$ cat src/rtl/cnn_argmax_out_if.sv
// Result channel of the CNN argmax stage: class index, max score and flags under valid/ready.
interface cnn_argmax_out_if #(
  parameter int unsigned DATA_W = 13,
  parameter int unsigned IDX_W  = 3
);
  logic              valid;
  logic              ready;
  logic [IDX_W-1:0]  class_idx;
  logic [DATA_W-1:0] max_val;
  logic [DATA_W-1:0] max_relu;
  logic              all_neg;

  modport master (
    output valid,
    output class_idx,
    output max_val,
    output max_relu,
    output all_neg,
    input  ready
  );

  modport slave (
    input  valid,
    input  class_idx,
    input  max_val,
    input  max_relu,
    input  all_neg,
    output ready
  );
endinterface

$ cat src/rtl/cnn_argmax_out.sv
// Argmax classifier behind the CNN core: captures the final-layer scores on a rising done,
// scans them one per cycle for the signed maximum and holds the result under valid/ready.
module cnn_argmax_out #(
  parameter int unsigned N_IN   = 5,
  parameter int unsigned DATA_W = 13,
  parameter int unsigned IDX_W  = 3
) (
  input  logic                   clk,
  input  logic                   rst,
  input  logic [N_IN*DATA_W-1:0] in_scores,
  input  logic                   in_done,
  cnn_argmax_out_if.master       res,
  output logic                   overrun,
  output logic [7:0]             frame_cnt
);

  typedef enum logic [1:0] {StIdle, StScan, StHold} state_e;

  localparam logic signed [DATA_W-1:0] MinVal  = {1'b1, {(DATA_W-1){1'b0}}};
  localparam logic [IDX_W-1:0]         LastIdx = IDX_W'(N_IN - 1);

  state_e                    state_q;
  logic                      done_q;
  logic signed [DATA_W-1:0]  score_q [N_IN];
  logic [IDX_W-1:0]          idx_q;
  logic [IDX_W-1:0]          best_idx_q;
  logic signed [DATA_W-1:0]  best_q;
  logic                      all_neg_q;

  logic                      done_rise;
  logic                      handshake;
  logic signed [DATA_W-1:0]  cur_score;
  logic                      take;
  logic signed [DATA_W-1:0]  best_d;
  logic [IDX_W-1:0]          best_idx_d;
  logic                      all_neg_d;

  assign done_rise = in_done & ~done_q;
  assign handshake = res.valid & res.ready;

  // Strict greater-than keeps the lower index on ties.
  always_comb begin
    cur_score  = score_q[idx_q];
    take       = cur_score > best_q;
    best_d     = take ? cur_score : best_q;
    best_idx_d = take ? idx_q : best_idx_q;
    all_neg_d  = all_neg_q & cur_score[DATA_W-1];
  end

  always_ff @(posedge clk or negedge rst) begin
    if (!rst) begin
      state_q       <= StIdle;
      // Start high so a done level held through reset release is not seen as an edge.
      done_q        <= 1'b1;
      for (int i = 0; i < int'(N_IN); i++) begin
        score_q[i] <= '0;
      end
      idx_q         <= '0;
      best_idx_q    <= '0;
      best_q        <= MinVal;
      all_neg_q     <= 1'b1;
      res.valid     <= 1'b0;
      res.class_idx <= '0;
      res.max_val   <= '0;
      res.max_relu  <= '0;
      res.all_neg   <= 1'b0;
      overrun       <= 1'b0;
      frame_cnt     <= '0;
    end else begin
      done_q <= in_done;
      unique case (state_q)
        StIdle: begin
          if (done_rise) begin
            for (int i = 0; i < int'(N_IN); i++) begin
              score_q[i] <= in_scores[i*DATA_W +: DATA_W];
            end
            idx_q      <= '0;
            best_idx_q <= '0;
            best_q     <= MinVal;
            all_neg_q  <= 1'b1;
            state_q    <= StScan;
          end
        end
        StScan: begin
          if (done_rise) begin
            overrun <= 1'b1;
          end
          best_q     <= best_d;
          best_idx_q <= best_idx_d;
          all_neg_q  <= all_neg_d;
          idx_q      <= idx_q + 1'b1;
          if (idx_q == LastIdx) begin
            res.valid     <= 1'b1;
            res.class_idx <= best_idx_d;
            res.max_val   <= best_d;
            res.max_relu  <= best_d[DATA_W-1] ? '0 : best_d;
            res.all_neg   <= all_neg_d;
            state_q       <= StHold;
          end
        end
        StHold: begin
          if (handshake) begin
            res.valid <= 1'b0;
            frame_cnt <= frame_cnt + 8'd1;
            state_q   <= StIdle;
            // A new frame arriving on the handshake cycle is accepted, not dropped.
            if (done_rise) begin
              for (int i = 0; i < int'(N_IN); i++) begin
                score_q[i] <= in_scores[i*DATA_W +: DATA_W];
              end
              idx_q      <= '0;
              best_idx_q <= '0;
              best_q     <= MinVal;
              all_neg_q  <= 1'b1;
              state_q    <= StScan;
            end
          end else if (done_rise) begin
            overrun <= 1'b1;
          end
        end
        default: state_q <= StIdle;
      endcase
    end
  end

endmodule

$ cat src/flat_wrapper.sv
// flat-port wrapper written by rule: the top's interface ports become plain ports
module cnn_argmax_out_flat 
#(
  parameter int unsigned N_IN   = 5,
  parameter int unsigned DATA_W = 13,
  parameter int unsigned IDX_W  = 3
)
  (clk, rst, in_scores, in_done, overrun, frame_cnt, res_valid, res_class_idx, res_max_val, res_max_relu, res_all_neg, res_ready);
  cnn_argmax_out_if #(.DATA_W(DATA_W), .IDX_W(IDX_W)) res_i ();
  input  logic clk;
  input  logic rst;
  input  logic [N_IN*DATA_W-1:0] in_scores;
  input  logic in_done;
  output logic overrun;
  output logic [7:0] frame_cnt;
  output wire logic [$bits(res_i.valid)-1:0] res_valid;
  output wire logic [$bits(res_i.class_idx)-1:0] res_class_idx;
  output wire logic [$bits(res_i.max_val)-1:0] res_max_val;
  output wire logic [$bits(res_i.max_relu)-1:0] res_max_relu;
  output wire logic [$bits(res_i.all_neg)-1:0] res_all_neg;
  input wire logic [$bits(res_i.ready)-1:0] res_ready;
  assign res_valid = res_i.valid;
  assign res_class_idx = res_i.class_idx;
  assign res_max_val = res_i.max_val;
  assign res_max_relu = res_i.max_relu;
  assign res_all_neg = res_i.all_neg;
  assign res_i.ready = res_ready;
  cnn_argmax_out #(.N_IN(N_IN), .DATA_W(DATA_W), .IDX_W(IDX_W)) u_core (.clk(clk), .rst(rst), .in_scores(in_scores), .in_done(in_done), .res(res_i), .overrun(overrun), .frame_cnt(frame_cnt));
endmodule
$ cat config.mk
export PLATFORM = sky130hd
export DESIGN_NAME = cnn_argmax_out_flat
export DESIGN_NICKNAME = d
export VERILOG_FILES = /design/src/rtl/cnn_argmax_out_if.sv /design/src/rtl/cnn_argmax_out.sv /design/src/flat_wrapper.sv
export SDC_FILE = /design/constraint.sdc
export NUM_CORES = 1
export LEC_CHECK = 0
export BUFFER_PORTS_ARGS = -buffer_cell sky130_fd_sc_hd__buf_2
export CAP_MARGIN = 0
export CORE_ASPECT_RATIO = 1.4
export CORE_MARGIN = 1.5
export CORE_UTILIZATION = 56
export DETAILED_ROUTE_END_ITERATION = 8
export GPL_TIMING_DRIVEN = 0
export PLACE_DENSITY = 0.9
export SLEW_MARGIN = 20
export SYNTH_ARGS = -nofsm -noshare
export SYNTH_HDL_FRONTEND = slang
export SYNTH_SLANG_ARGS = --single-unit
$ cat constraint.sdc
create_clock -name clk -period 4.3 [get_ports clk]
set_input_delay 0.86 -clock clk [delete_from_list [all_inputs] [get_ports clk]]
set_output_delay 0.86 -clock clk [all_outputs]
set_load 0.05 [all_outputs]
==> results.md <==
* Finished Core Util at 71.0%
* Synth Instances at 510
* GR Util All Layers at 26.5%
* Clock Latency Late Sink at 420 ps
* Clock buffer depth at 2
* Vias in the first global route at 4,742
* Antenna Cells at 0
* Pin count of the biggest net entering global routing at 88
* Initial core utilization at 57.7%
* Finished Cell Area at 0.00738 mm²
* Seq/Total Area, Yosys at 53.0%
* WL/cell at 18.0 µm
* Die width at 90.5 µm
* # setup viols final at 0
* Critical path's most frequent cell: a21oi_1
* Clock slew at reported path FFs at 50 ps
* Number of hold violations in the final report at 0
* Post-layout min period at 3980 ps
* DRT Pass-1 Iters at 4
* Slew HR at 53.3%
* Antenna Violating Nets Remaining at 0
* Grt total ovfl at 0
* Mean Syn Cell Area at 11.8 µm²
* Yosys reg bits at 127
* Cell taking the most area after synthesis: dfrtp_1
* CTS tree: built
* Die area at 0.0114 mm²
* Share of layout cells above drive strength 1 at 36.2%
* Min-delay worst type: primary input to asynchronous set/reset pin
* RSZ-0062 raised after global routing: false
* DR vias/cell at 5.71
* CTS buffer count at 17
* Max-cap violations at 0
* Synth Flop Type: dfrtp_1
* Worst Tran Pin Value at 698 ps
* Startpoint Class: register
* Crit Path Category: register to register
* DP HPWL at 10,300 µm
* CTS resizes at 0
* Outcome: finished clean
* Count of cell types in the netlist at 43
* Detailed Route Iter0 Violations at 316
* Warnings, synthesis at 0
* Setup Skew at 5.91 ps
* Syn Nets at 595
* First-pass GRT wire length at 23,300 µm
* Largest cells by area after synthesis: dfrtp_1 (52%), mux2_2 (13%), mux2i_1 (6.3%)
* Layout area overhead at 23.0%
* Critical Path AT at 4260 ps
* # IOs at 109
* Setup TNS at 0 ps
* Multi-input logic area at 0.00252 mm²
* Fillers at 685
* # H-tree levels at 4
* Crit-path slowest cell: o32ai_1
* Worst-path cell chain: buf_2 > buf_4 > mux2_2 > o32ai_1 > inv_1 > ha_1 > a21oi_1 > o221ai_1 > o311ai_4 > buf_6 > mux2i_1 > a21oi_1
* Synthesized area at 0.00600 mm²
* F_max at 251 MHz
* Vias at 4,497
* CP required at 4570 ps
* RePlAce Congestion at 0.847
* Crit. End Element: register
* Seq. cell area at 0.00318 mm²
* PortBufs at 107
* # rows at 44
* Pins Over Slew Limit at 0
* Post-synth EDFFs at 0
* Top cell type's share of synthesized area at 51.7%
* Crit path max fanout at 10
* Final #Nets at 722
* R2R cell count at 12
* DIE HEIGHT at 126 µm
* DR DRC count at 0
* Root Driver: clkbuf_16
* Slowest Stage Delay on Critical Path at 590 ps
* Clock Sink Count at 127
* Post-CTS setup buffer count at 0
* Initial antenna violation count at 0
* Area after DPL at 0.00675 mm²
* Core ar. at 0.0104 mm²
* Final Cycle Share at 92.6%
* Routed Wire Length at 14,200 µm
* Cts hold-fix bufs at 0
* Post-synth ARST share at 100%
[sequential cells by signal, summed over array words and instances, names as in the netlist, 2 cells and up]
signal,count
u_core.frame_cnt,8
u_core.res.max_val,13
u_core.res.max_relu,12
u_core.best_q,13
u_core.best_idx_q,3
u_core.state_q,2
u_core.res.class_idx,3
u_core.score_q,65
u_core.idx_q,3
[stage by stage]
step | std cells | worst slack, ps | hold WS, ps
global placement | 755 | 595 | 439
CTS | 787 | 384 | 354
floorplan | 510 | 1060 | 466
detailed placement | 756 | 509 | 451
global route | 787 | 233 | 373
finish | 787 | 317 | 352
[layout by cell type, fill, tap and decap left out, drive strengths merged, types with 16 or more instances in the layout]
master,n
ha,16
dfrtp,124
inv,31
o21ai,18
a22o,16
a21oi,22
buf,128
nand2,41
nor2,28
mux2i,38
mux2,67
clkbuf,37
nand3,16
[routing by layer]
| metal | vias to the layer above | GRT usage (%) | wire length [µm] | part of all wire, % |
|---|---|---|---|---|
| met3 | 45 | 6.20 | 616 | 4.3 |
| met2 | 158 | 46.1 | 7540 | 53 |
| met5 | - | 0 | 0 | 0 |
| met1 | 2234 | 29.4 | 5450 | 38 |
| met4 | 0 | 15.3 | 590 | 4.2 |
| li1 | 2060 | - | - | - |
[logic make-up after synthesis]
group / count (synthesis) / share of synthesized area [%]
compound gates: 90 / 10.4
fa+ha+maj: 16 / 3.33
xor+xnor: 8 / 1.17
mux: 106 / 19.3
buf+inv: 61 / 4.96
other cells: 1 / 0.0625
simple gates: 101 / 7.75
flops: 127 / 53.0
[Yosys cell counts, types with 2 or more instances]
library cell / instances
mux2i_1: 38
o311ai_1: 2
inv_1: 31
o311ai_0: 10
xor2_1: 2
ha_1: 16
a21o_1: 2
nand2_1: 41
o21ai_1: 12
dfstp_2: 3
dfrtp_1: 124
nand2b_1: 3
buf_4: 6
o21ai_0: 6
xnor2_1: 6
a21oi_1: 22
nand3_1: 16
nor2_1: 27
buf_6: 3
mux2_2: 67
o22ai_1: 11
clkbuf_1: 10
a22o_1: 16
buf_2: 10
nand4_1: 5
nor2b_1: 4
[worst paths after layout]
check	slack (ps)	start	end
hold / removal	350	rst	u_core.score_q[38]
min in group clk	460	u_core.overrun	u_core.overrun
max in group asynchronous	3200	rst	u_core.best_q[12]
hold reg to reg	460	u_core.overrun	u_core.overrun
setup reg to reg	320	u_core.idx_q[1]	u_core.res.max_val[12]
setup / recovery	320	u_core.idx_q[1]	u_core.res.max_val[12]
[critical path, delay by kind of cell (launching register included)]
family,cells,cell delay (ps)
muxes,2,590
AOI/OAI and AO/OA,5,1740
adders and majority gates,1,390
DFF,1,350
buffers and inverters,4,770
[layout make-up]
type                            count  share of cell area, %
Sequential cell                   127                   43.1
Multi-Input combinational cell    322                   34.2
Timing Repair Buffer              108                   7.71
Clock buffer                       27                   7.35
Buffer                             30                   2.46
Tap cell                          138                   2.34
Inverter                           31                   1.58
Clock inverter                      4                   1.29
Power is left out: the tool's default activity adds up to more than one toggle a clock period on the data nets, which glitch-free logic cannot reach.
